===== src/rtl/rat_intr_ctrl.sv =====
// Interrupt controller: edge-detected requests, mask/pending/cause IO registers,
// and a single-level IDLE -> ASSERT -> SERVICE handshake with the control unit.
module rat_intr_ctrl #(
   parameter int          NUM_SRC    = 4,
   parameter logic [7:0]  MASK_PORT  = 8'hF0,
   parameter logic [7:0]  CAUSE_PORT = 8'hF1,
   parameter logic [7:0]  PEND_PORT  = 8'hF2
) (
   input  logic               clk,
   input  logic               reset_n,
   input  logic [NUM_SRC-1:0] irq_src,
   input  logic               int_en,
   input  logic               int_ack,
   input  logic               reti,
   input  logic [7:0]         port_id,
   input  logic [7:0]         out_port,
   input  logic               io_strb,
   output logic [7:0]         rd_data,
   output logic               interrupt
);

   typedef enum logic [1:0] {
      S_IDLE    = 2'd0,
      S_ASSERT  = 2'd1,
      S_SERVICE = 2'd2
   } state_t;

   state_t             state;
   state_t             state_nx;
   logic [NUM_SRC-1:0] irq_prev;
   logic [NUM_SRC-1:0] pending;
   logic [NUM_SRC-1:0] mask;
   logic [NUM_SRC-1:0] active;
   logic [NUM_SRC-1:0] edge_det;
   logic [NUM_SRC-1:0] w1c;
   logic [NUM_SRC-1:0] ack_clr;
   logic [NUM_SRC-1:0] pend_nx;
   logic [2:0]         cause;
   logic [2:0]         low_idx;
   logic               primed;
   logic               take_ack;
   logic [7:0]         mask_ext;
   logic [7:0]         pend_ext;
   logic               unused_out_port;

   function automatic logic [2:0] lowest_set(input logic [NUM_SRC-1:0] v);
      logic [2:0] idx;
      idx = '0;
      for (int i = NUM_SRC - 1; i >= 0; i--) begin
         if (v[i]) idx = 3'(i);
      end
      return idx;
   endfunction

   // primed stays 0 for the first edge after reset so a line already held
   // high is captured into irq_prev without being seen as a rising edge.
   assign edge_det = irq_src & ~irq_prev & {NUM_SRC{primed}};
   assign active   = pending & mask;
   assign low_idx  = lowest_set(active);
   assign take_ack = (state == S_ASSERT) && int_ack;
   assign w1c      = (io_strb && (port_id == PEND_PORT)) ? out_port[NUM_SRC-1:0] : '0;

   always_comb begin
      ack_clr = '0;
      for (int i = 0; i < NUM_SRC; i++) begin
         ack_clr[i] = take_ack && active[i] && (low_idx == 3'(i));
      end
   end

   // A new edge wins over any clear of the same bit in the same cycle.
   assign pend_nx = (pending & ~w1c & ~ack_clr) | edge_det;

   always_comb begin
      state_nx = state;
      case (state)
         S_IDLE: begin
            if ((|active) && int_en) state_nx = S_ASSERT;
         end
         S_ASSERT: begin
            if (int_ack)                     state_nx = S_SERVICE;
            else if (!int_en || !(|active))  state_nx = S_IDLE;
         end
         S_SERVICE: begin
            if (reti) state_nx = S_IDLE;
         end
         default: state_nx = S_IDLE;
      endcase
   end

   always_ff @(posedge clk or negedge reset_n) begin
      if (!reset_n) begin
         state     <= S_IDLE;
         interrupt <= 1'b0;
      end else begin
         state     <= state_nx;
         interrupt <= (state_nx == S_ASSERT);
      end
   end

   always_ff @(posedge clk or negedge reset_n) begin
      if (!reset_n) begin
         irq_prev <= '0;
         primed   <= 1'b0;
         pending  <= '0;
         mask     <= '0;
         cause    <= '0;
      end else begin
         irq_prev <= irq_src;
         primed   <= 1'b1;
         pending  <= pend_nx;
         if (io_strb && (port_id == MASK_PORT)) mask <= out_port[NUM_SRC-1:0];
         if (take_ack && (|active)) cause <= low_idx;
      end
   end

   always_comb begin
      mask_ext                = '0;
      pend_ext                = '0;
      mask_ext[NUM_SRC-1:0]   = mask;
      pend_ext[NUM_SRC-1:0]   = pending;
   end

   always_comb begin
      rd_data = '0;
      if (port_id == MASK_PORT)       rd_data = mask_ext;
      else if (port_id == CAUSE_PORT) rd_data = {5'b0, cause};
      else if (port_id == PEND_PORT)  rd_data = pend_ext;
   end

   assign unused_out_port = ^out_port;

endmodule


===== config.mk =====
export PLATFORM = sky130hd
export DESIGN_NAME = rat_intr_ctrl
export DESIGN_NICKNAME = d
export VERILOG_FILES = /design/src/rtl/rat_intr_ctrl.sv
export SDC_FILE = /design/constraint.sdc
export NUM_CORES = 1
export LEC_CHECK = 0
export ABC_CLOCK_PERIOD_IN_PS = 2100
export CORE_UTILIZATION = 44
export CTS_BUF_LIST = sky130_fd_sc_hd__clkbuf_4
export CTS_CLUSTER_DIAMETER = 100
export DETAILED_ROUTE_END_ITERATION = 10
export GPL_TIMING_DRIVEN = 0
export PLACE_DENSITY = 0.84
export SETUP_SLACK_MARGIN = 0.02
export SLEW_MARGIN = 25
export SYNTH_ARGS = -nofsm -noshare
export SYNTH_HDL_FRONTEND = slang
export SYNTH_SLANG_ARGS = --single-unit

===== constraint.sdc =====
create_clock -name clk -period 2.1 [get_ports clk]
set_input_delay 0.63 -clock clk [delete_from_list [all_inputs] [get_ports clk]]
set_output_delay 0.63 -clock clk [all_outputs]
set_load 0.01 [all_outputs]

==> key figures, run 1 <==
Status
  • Status: finished with violations
  • Failing checks: setup timing

Detailed routing
  • DR iter-0 viols: 20
  • Initial DRT Pass Iterations: 4
  • Final WL: 2060 um
  • Vias after detailed routing: 786
  • Vias/cell: 5.28
  • Detail Route Antenna Nets: 0
  • Routed WL per cell: 13.8 um
  • # DRC: 0

Worst hold path
  • Worst min-delay path startpoint: irq_prev[2]
  • Hold path depth: 1
  • Hold Crit Class: flip-flop to flip-flop
  • Hold path endpoint: pending[2]

Critical path
  • CP Capture Type: output port
  • R2R cell count: 4
  • Max incr delay on CP: 0.36 ns
  • R2r setup slk: 0.74 ns
  • Crit Path Max Fanout: 6
  • Slowest-stage cell, CP: or3_1
  • Reg2reg start: mask[0]
  • Crit path cell chain: buf_6 -> nand4_1 -> or3_1 -> buf_6 -> nor3_2 -> buf_2
  • Worst R2R End: pending[3]
  • Most used cell, CP: buf_6
  • Worst EP arrival: 1.52 ns
  • CP Data Required Time: 1.47 ns
  • Worst setup SP type: input pin
  • Setup CP Type: input pin to output port

Die
  • Die Span X: 47.4 um
  • Die Area: 0.00225 mm^2
  • I/O pins: 35
  • Rows: 16
  • Die Y: 47.4 um
  • Core ar.: 0.00194 mm^2
  • Initial core utilization: 0.468

Yosys
  • Compound-gate portion of the synthesized area: 0.120
  • Mux share of post-synthesis cell area: 0.123
  • Post-Synth XOR/XNOR Area: 0
  • Post-synthesis instance total: 88
  • Synth Cell Area: 908 um^2
  • Async S/R FF share, synth: 1.00
  • EDFF count, synth: 0
  • Synthesized-area fraction occupied by adder cells: 0
  • Yosys cell types: 26
  • Yosys warns: 0
  • Avg Cell Area, Syn: 10.3 um^2
  • Sequential element share of the synthesized area: 0.496
  • Main combinational cell family by area after synthesis: simple AND/OR/NAND/NOR gates
  • Seq cells post-synth: 18
  • Main synth FF type: dfrtp_1
  • Simple-gate area share of the yosys netlist: 0.191

Job
  • Max Cap Viol: 0

Global routing
  • Vias in the first global route: 742
  • Grt ovf: 0
  • Initial antenna violation count: 0
  • Largest net degree at the start of global routing: 19
  • First-pass GRT wire length: 3310 um
  • Total track usage: 0.219

Pwr
  • Power density over cell area: 552 mW/mm^2
  • Power consumption: 0.000683 W
  • Pleak: 0.559 nW
  • Worst VDD drop: 0.000442 V

CTS
  • Clock buffer count from CTS: 3
  • Clock sink count: 18
  • Root Driver: clkbuf_4
  • Clk_lat worst skew: 0.30 ns
  • Post-cts hold buffer count: 0
  • Worst-case clock buffer depth: 2
  • CTS tree: yes
  • H-Tree Depth: 1
  • Clock Pin Slew Worst Setup and Hold Paths: 0.11 ns

Place
  • Port Buffers: 26
  • Post-DP HPWL: 1520 um
  • Gp weighted congestion: 0.784
  • Post-place setup slack: -0.935 ns
  • Dpl cell area: 0.00121 mm^2

STA
  • Final min period: 2.15 ns
  • RSZ-0062 raised after global routing: true
  • Worst slew margin: 0.467
  • Worst slew pin tran: 0.797 ns
  • Final setup vio count: 4
  • Final Hold Vio Count: 0
  • Setup WS post-layout: -0.0495 ns
  • Peak Freq: 465 MHz
  • Clock Skew: 0.00705 ns
  • Slew Limit Fails: 0
  • Final worst-path cycle share: 1.02

Layout
  • Most frequent cells in the layout: dfrtp_1, clkdlybuf4s50_1, nand2_1
  • Nets: 149
  • Post-route cell area: 0.00124 mm^2
  • Diode count: 0
  • Synth-to-Final Area Change: 36.2%
  • Layout cell share with drive strength beyond 1: 0.246
  • Most common cell after layout, fill and taps aside: dfrtp_1
[how the worst max path moves through the flow]
stage / start / end / slack [ns]
after floorplan: port_id[6] / mask[0] / -0.008
after global placement: port_id[6] / rd_data[3] / -0.92
after detailed placement: port_id[1] / rd_data[1] / -0.93
after CTS: port_id[6] / rd_data[3] / -0.05
after global routing: port_id[6] / rd_data[3] / -0.09
final: port_id[6] / rd_data[2] / -0.05
[cell families after synthesis]
| logic type | Yosys count |
|---|---|
| flops | 18 |
| simple gates | 33 |
| buf+inv | 9 |
| mux | 9 |
| compound gates | 17 |
| other cells | 2 |
[sequential cells by signal, indices dropped and copies added, names as in the netlist]
signal / cells
cause: 2
interrupt: 1
irq_prev: 4
mask: 4
pending: 4
primed: 1
state: 2
[metal layers]
metal	track usage	vias up	routed length [um]
met3	0.0377	7	115
met1	0.271	373	832
met5	0	-	0
met4	0.114	0	40
li1	-	373	-
met2	0.367	33	1070
[critical path: cells and delay by family]
kind          cells  cell delay [ns]
buf+inv           3             0.36
simple gates      3             0.53
[synthesized netlist by cell type (2+ instances only)]
library cell,count,area [um^2]
nand2b_1,2,12.5
a22o_1,2,17.5
nand3_1,3,15.0
buf_4,4,30.0
mux2i_1,4,40.0
conb_1,2,7.51
nor2_1,8,30.0
dfrtp_1,18,450
o21ai_0,5,25.0
nand3b_1,4,30.0
mux2_4,4,60.1
a2111oi_0,2,17.5
a21oi_1,5,25.0
nor3_1,3,15.0
nand2_1,8,30.0
inv_1,4,15.0
[cell type report]
type / count / area, um^2
Buffer: 5 / 41.3
Timing Repair Buffer: 27 / 238
Inverter: 4 / 15.0
Fill cell: 167 / 704
Clock buffer: 3 / 22.5
Multi-Input combinational cell: 64 / 433
Tap cell: 27 / 33.8
Clock inverter: 1 / 3.75
Sequential cell: 18 / 450
[report_power, final]
group	switching [W]	internal, W	total, W
Combinational	0.0000506	0.0000671	0.000118
Clock	0.000114	0.0000694	0.000184
Sequential	0.0000158	0.000366	0.000381
Total	0.000180	0.000502	0.000683
[through the flow]
step	utilization	std cells	hold WS, ns	setup TNS (ns)
4_1_cts	0.636	149	0.438	-0.170
6_report	0.637	149	0.439	-0.141
5_1_grt	0.637	149	0.494	-0.376
2_1_floorplan	-	91	0.334	-0.0305
3_3_place_gp	0.625	144	0.404	-5.83
3_5_place_dp	0.625	144	0.424	-6.07
[repair_timing]
action,in CTS,in global routing
pin swaps,4,0
setup buffers,1,0
endpoints found under the hold margin,0,0
setup endpoints to repair,8,8
resized for setup,48,1
Note: power is estimated with default switching activity, not from simulation.
==> run 2: changes to the inputs <==
--- a/config.mk
+++ b/config.mk
@@ -12,6 +12,7 @@
 export DETAILED_ROUTE_END_ITERATION = 10
 export GPL_TIMING_DRIVEN = 0
 export PLACE_DENSITY = 0.84
+export RECOVER_POWER = 25
 export SETUP_SLACK_MARGIN = 0.02
 export SLEW_MARGIN = 25
 export SYNTH_ARGS = -nofsm -noshare
==> run 2 against run 1 <==
The flow still finishes with violations (setup timing). Sequential power hardly changed. Critical path depth stayed put. Via count stayed put. Design area stayed put. Global-route usage stayed put. Register-to-register slack hardly changed. Die area stayed put. Clock power hardly changed. Maximum frequency stayed put. Cell count stayed put. Count of clock-buffer cells in the layout stayed put. Clock skew stayed put. Critical path type unchanged.
==> key figures, run 2 (same netlist as run 1, synthesis figures left out) <==
Die
  • Core ar.: 0.00194 mm^2
  • Die Y: 47.4 um
  • Initial core utilization: 0.468
  • I/O pins: 35
  • Die Span X: 47.4 um
  • Rows: 16
  • Die Area: 0.00225 mm^2

STA
  • Hold WS: 0.439 ns
  • Setup WS post-layout: -0.0495 ns
  • Clock Skew: 0.00705 ns
  • Final Hold Vio Count: 0
  • Worst slew pin tran: 0.805 ns
  • Final min period: 2.15 ns
  • RSZ-0062 raised after global routing: true
  • Final worst-path cycle share: 1.02
  • Final setup vio count: 4
  • Peak Freq: 465 MHz
  • Worst slew margin: 0.462
  • Slew Limit Fails: 0

Layout
  • Non-Filler Instances: 149
  • Layout cell share with drive strength beyond 1: 0.246
  • Diode count: 0
  • Most frequent cells in the layout: dfrtp_1, nand2_1, clkdlybuf4s50_1
  • Most common cell after layout, fill and taps aside: dfrtp_1
  • Synth-to-Final Area Change: 36.2%
  • Top flop regs: irq_prev x4, mask x4, pending x4
  • Post-route cell area: 0.00124 mm^2
  • Nets: 149

CTS
  • Clock Pin Slew Worst Setup and Hold Paths: 0.11 ns
  • Root Driver: clkbuf_4
  • CTS tree: yes
  • Clock sink count: 18
  • Clock buffer count from CTS: 3
  • Worst-case clock buffer depth: 2
  • Clk_lat worst skew: 0.30 ns
  • H-Tree Depth: 1

Detailed routing
  • Vias/cell: 5.28
  • Final WL: 2060 um
  • Detail Route Antenna Nets: 0
  • # DRC: 0
  • DR iter-0 viols: 20
  • Vias after detailed routing: 786
  • Routed WL per cell: 13.8 um
  • Initial DRT Pass Iterations: 4

Pwr
  • Worst VDD drop: 0.000440 V
  • Power density over cell area: 550 mW/mm^2
  • Power consumption: 0.000680 W
  • Pleak: 0.560 nW

Status
  • Failing checks: setup timing
  • Status: finished with violations

Place
  • Gp weighted congestion: 0.784
  • Placed insts: 144
  • Port Buffers: 26
  • Dpl cell area: 0.00121 mm^2
  • Post-DP HPWL: 1520 um

Critical path
  • Slowest-stage cell, CP: or3_1
  • WP buf/inv: 3
  • Crit Path Max Fanout: 6
  • Most used cell, CP: buf_6
  • CP Capture Type: output port
  • Top Family by Delay on Critical Path: simple AND/OR/NAND/NOR gates
  • Worst EP arrival: 1.52 ns
  • Max incr delay on CP: 0.36 ns
  • CP Data Required Time: 1.47 ns
  • Worst setup SP type: input pin
  • Setup CP Type: input pin to output port
  • Crit path cell chain: buf_6 -> nand4_1 -> or3_1 -> buf_6 -> nor3_2 -> buf_2

Job
  • Max Cap Viol: 0

Worst hold path
  • Hold Crit Class: flip-flop to flip-flop

Global routing
  • First-pass GRT wire length: 3310 um
  • Largest net degree at the start of global routing: 19
  • Total track usage: 0.219
  • Initial antenna violation count: 0
  • Vias in the first global route: 742
  • Grt ovf: 0
## run 2: cell types whose count changed in the layout (fill, tap and decap cells not counted)
cell and change:
clkdlybuf4s50_1 -6, dlygate4sd3_1 +6
## run 2: metrics by stage
step | util | worst slack (ns) | TNS, ns
global placement | 0.625 | -0.918 | -5.83
CTS | 0.636 | -0.0543 | -0.170
floorplan | - | -0.00764 | -0.0305
detailed placement | 0.625 | -0.935 | -6.07
finish | 0.637 | -0.0495 | -0.141
global route | 0.637 | -0.0906 | -0.376
## run 2: area by class of cell
| class | instances | area (um^2) |
|---|---|---|
| buffer | 5 | 41.3 |
| inverter | 4 | 15.0 |
| multi-input combinational | 64 | 433 |
| clock buffer | 3 | 22.5 |
| tap | 27 | 33.8 |
| timing repair buffer | 27 | 238 |
| sequential | 18 | 450 |
| fill | 167 | 704 |
| clock inverter | 1 | 3.75 |
## run 2: path summary, 6_finish.rpt
check	startpoint	to	slack, ns	cells after the start
worst max register to register	mask[0]	pending[3]	0.74	4
min in group asynchronous	reset_n	mask[3]	0.85	1
max in group asynchronous	reset_n	pending[0]	0.75	1
worst min-delay path	irq_prev[2]	pending[2]	0.44	1
worst min register to register	irq_prev[2]	pending[2]	0.44	1
worst max-delay path	port_id[6]	rd_data[2]	-0.05	6
## run 2: worst reg2reg max path: cells and delay by family, from the launching register on
family           cells  cell delay (ns)
flip-flops           1             0.45
AO/OA/AOI/OAI        3             0.63
AND/OR/NAND/NOR      1             0.18
## run 2: report_power, final
group	internal (W)	switching, W	leakage, nW
Combinational	0.0000648	0.0000506	0.327
Clock	0.0000694	0.000114	0.0154
Sequential	0.000366	0.0000158	0.218
Total	0.000500	0.000180	0.560
## run 2: repair_timing
| action | 4_1_cts | 5_1_grt |
|---|---|---|
| endpoints found under the setup margin | 8 | 8 |
| setup buffers | 1 | 0 |
| resized for setup | 48 | 1 |
| hold buffers | 0 | 0 |
| pin swaps | 4 | 0 |
## run 2: per-layer routing
layer | vias to the layer above | track usage | share of wire
met5 | - | 0 | 0
met4 | 0 | 0.114 | 0.019
met3 | 7 | 0.0377 | 0.056
met2 | 33 | 0.367 | 0.52
met1 | 373 | 0.271 | 0.40
li1 | 373 | - | -
==> run 3: changes to the inputs <==
--- a/config.mk
+++ b/config.mk
@@ -6,6 +6,7 @@
 export NUM_CORES = 1
 export LEC_CHECK = 0
 export ABC_CLOCK_PERIOD_IN_PS = 2100
+export CORE_MARGIN = 8
 export CORE_UTILIZATION = 44
 export CTS_BUF_LIST = sky130_fd_sc_hd__clkbuf_4
 export CTS_CLUSTER_DIAMETER = 100
@@ -13,6 +14,7 @@
 export GPL_TIMING_DRIVEN = 0
 export PLACE_DENSITY = 0.84
 export RECOVER_POWER = 25
+export REMOVE_ABC_BUFFERS = 1
 export SETUP_SLACK_MARGIN = 0.02
 export SLEW_MARGIN = 25
 export SYNTH_ARGS = -nofsm -noshare
==> run 3 against run 2 <==
The flow now finishes without violations. Routed wire length increased by 4.7%. Critical path depth decreased by 1. Sequential power about the same. Maximum frequency increased by 4.1%. Power decreased by 2.3%. Flip-flop and latch count unchanged. Global-route usage decreased by 9.5 points. Via count decreased by 2.3%. Highest routed layer unchanged.
==> key figures, run 3 (same netlist as run 1, synthesis figures left out) <==
Layout
  • # fillers: 184
  • Most frequent cells in the layout: dfrtp_1, nand2_1, clkdlybuf4s50_1
  • Finished Core Util: 0.612
  • Nets: 145
  • Most common cell after layout, fill and taps aside: dfrtp_1
  • Layout cell share with drive strength beyond 1: 0.246
  • Diode count: 0
  • Top flop regs: irq_prev x4, mask x4, pending x4
  • Synth-to-Final Area Change: 32.2%

Critical path
  • Worst EP arrival: 1.43 ns
  • Worst setup SP type: input pin
  • Max incr delay on CP: 0.25 ns
  • CP Capture Type: output port
  • Top Family by Delay on Critical Path: buffers and inverters
  • CP Data Required Time: 1.47 ns
  • Crit Path Max Fanout: 6
  • Setup CP Type: input pin to output port
  • Slowest-stage cell, CP: clkdlybuf4s18_2
  • WP buf/inv: 2
  • Crit path cell chain: clkdlybuf4s18_2 -> nor2b_4 -> a21oi_1 -> nor2_2 -> buf_2

Worst hold path
  • Hold Crit Class: flip-flop to flip-flop

STA
  • RSZ-0062 raised after global routing: false
  • Slew Limit Fails: 0
  • Clock Skew: 0.00305 ns
  • Peak Freq: 484 MHz
  • Hold WS: 0.421 ns
  • Final min period: 2.06 ns
  • Final Hold Vio Count: 0
  • Worst slew margin: 0.491
  • Final setup vio count: 0
  • Worst slew pin tran: 0.761 ns
  • Final worst-path cycle share: 0.983

CTS
  • Clock sink count: 18
  • Worst-case clock buffer depth: 2
  • Root Driver: clkbuf_4
  • H-Tree Depth: 1
  • Clock Pin Slew Worst Setup and Hold Paths: 0.10 ns
  • Clock buffer count from CTS: 3
  • CTS tree: yes
  • Clk_lat worst skew: 0.30 ns

Detailed routing
  • Vias after detailed routing: 768
  • Initial DRT Pass Iterations: 4
  • DR iter-0 viols: 17
  • Vias/cell: 5.30
  • Routed WL per cell: 14.9 um
  • # DRC: 0
  • Detail Route Antenna Nets: 0
  • Final WL: 2160 um

Place
  • Post-DP HPWL: 1700 um
  • Gp weighted congestion: 0.803
  • Port Buffers: 26

Pwr
  • Power density over cell area: 553 mW/mm^2
  • Pleak: 0.538 nW
  • Worst VDD drop: 0.000351 V

Global routing
  • Initial antenna violation count: 0
  • Grt ovf: 0
  • Vias in the first global route: 751
  • Largest net degree at the start of global routing: 19
  • Total track usage: 0.125
  • First-pass GRT wire length: 3360 um

Die
  • I/O pins: 35
  • Die Area: 0.00377 mm^2
  • Initial core utilization: 0.463
  • Core ar.: 0.00196 mm^2
  • Rows: 16
  • Die Y: 61.4 um
  • Die Span X: 61.4 um

Status
  • Status: finished, final reports clean

Job
  • Max Cap Viol: 0
## run 3: metrics by stage
step	cells	instance area, um^2	setup slack (ns)	power (W)	setup TNS, ns
2_1_floorplan	86	878	-0.0325	0.000430	-0.130
3_3_place_gp	139	1170	-0.922	0.000493	-5.99
3_5_place_dp	139	1170	-0.925	0.000498	-6.20
4_1_cts	145	1200	0.0240	0.000674	0
5_1_grt	145	1200	0.000301	0.000701	0
6_report	145	1200	0.0359	0.000665	0
## run 3: timing repair
item / in CTS / in global routing
hold buffers: 0 / 0
pin swaps: 6 / 1
endpoints found under the setup margin: 8 / 4
buffers inserted: 2 / 0
endpoints found under the hold margin: 0 / 0
gates resized for setup: 49 / 4
## run 3: routing by layer
metal	part of all wire	routed length, um	GRT usage
met1	0.39	838	0.130
met2	0.50	1080	0.213
met3	0.084	181	0.0376
met4	0.027	59	0.0812
met5	0	0	0
## run 3: final timing paths
| path | start | to | slack, ns | cells after the start |
|---|---|---|---|---|
| max in group asynchronous | reset_n | interrupt | 0.79 | 1 |
| max | port_id[1] | rd_data[1] | 0.04 | 5 |
| min | irq_prev[2] | pending[2] | 0.42 | 1 |
| max reg2reg | mask[0] | cause[0] | 0.70 | 4 |
| min in group asynchronous | reset_n | state[1] | 0.84 | 1 |
| min reg2reg | irq_prev[2] | pending[2] | 0.42 | 1 |
## run 3: cell type report
cell class | instances | area (um^2) | area share
Sequential cell | 18 | 450 | 0.375
Multi-Input combinational cell | 64 | 440 | 0.367
Timing Repair Buffer | 28 | 235 | 0.196
Tap cell | 27 | 33.8 | 0.0281
Clock buffer | 3 | 22.5 | 0.0188
Inverter | 4 | 15.0 | 0.0125
Clock inverter | 1 | 3.75 | 0.00313
## run 3: power by group
group / internal, W / leakage (nW) / switching [W]
registers: 0.000366 / 0.218 / 0.0000157
logic: 0.0000600 / 0.305 / 0.0000496
clock network: 0.0000693 / 0.0154 / 0.000104
## run 3: worst reg2reg max path, stage by stage, from the launching register on
cell,delay (ns)
dfrtp_1,0.46
a22o_1,0.26
nor2_1,0.19
nor2_1,0.10
mux2_2,0.28
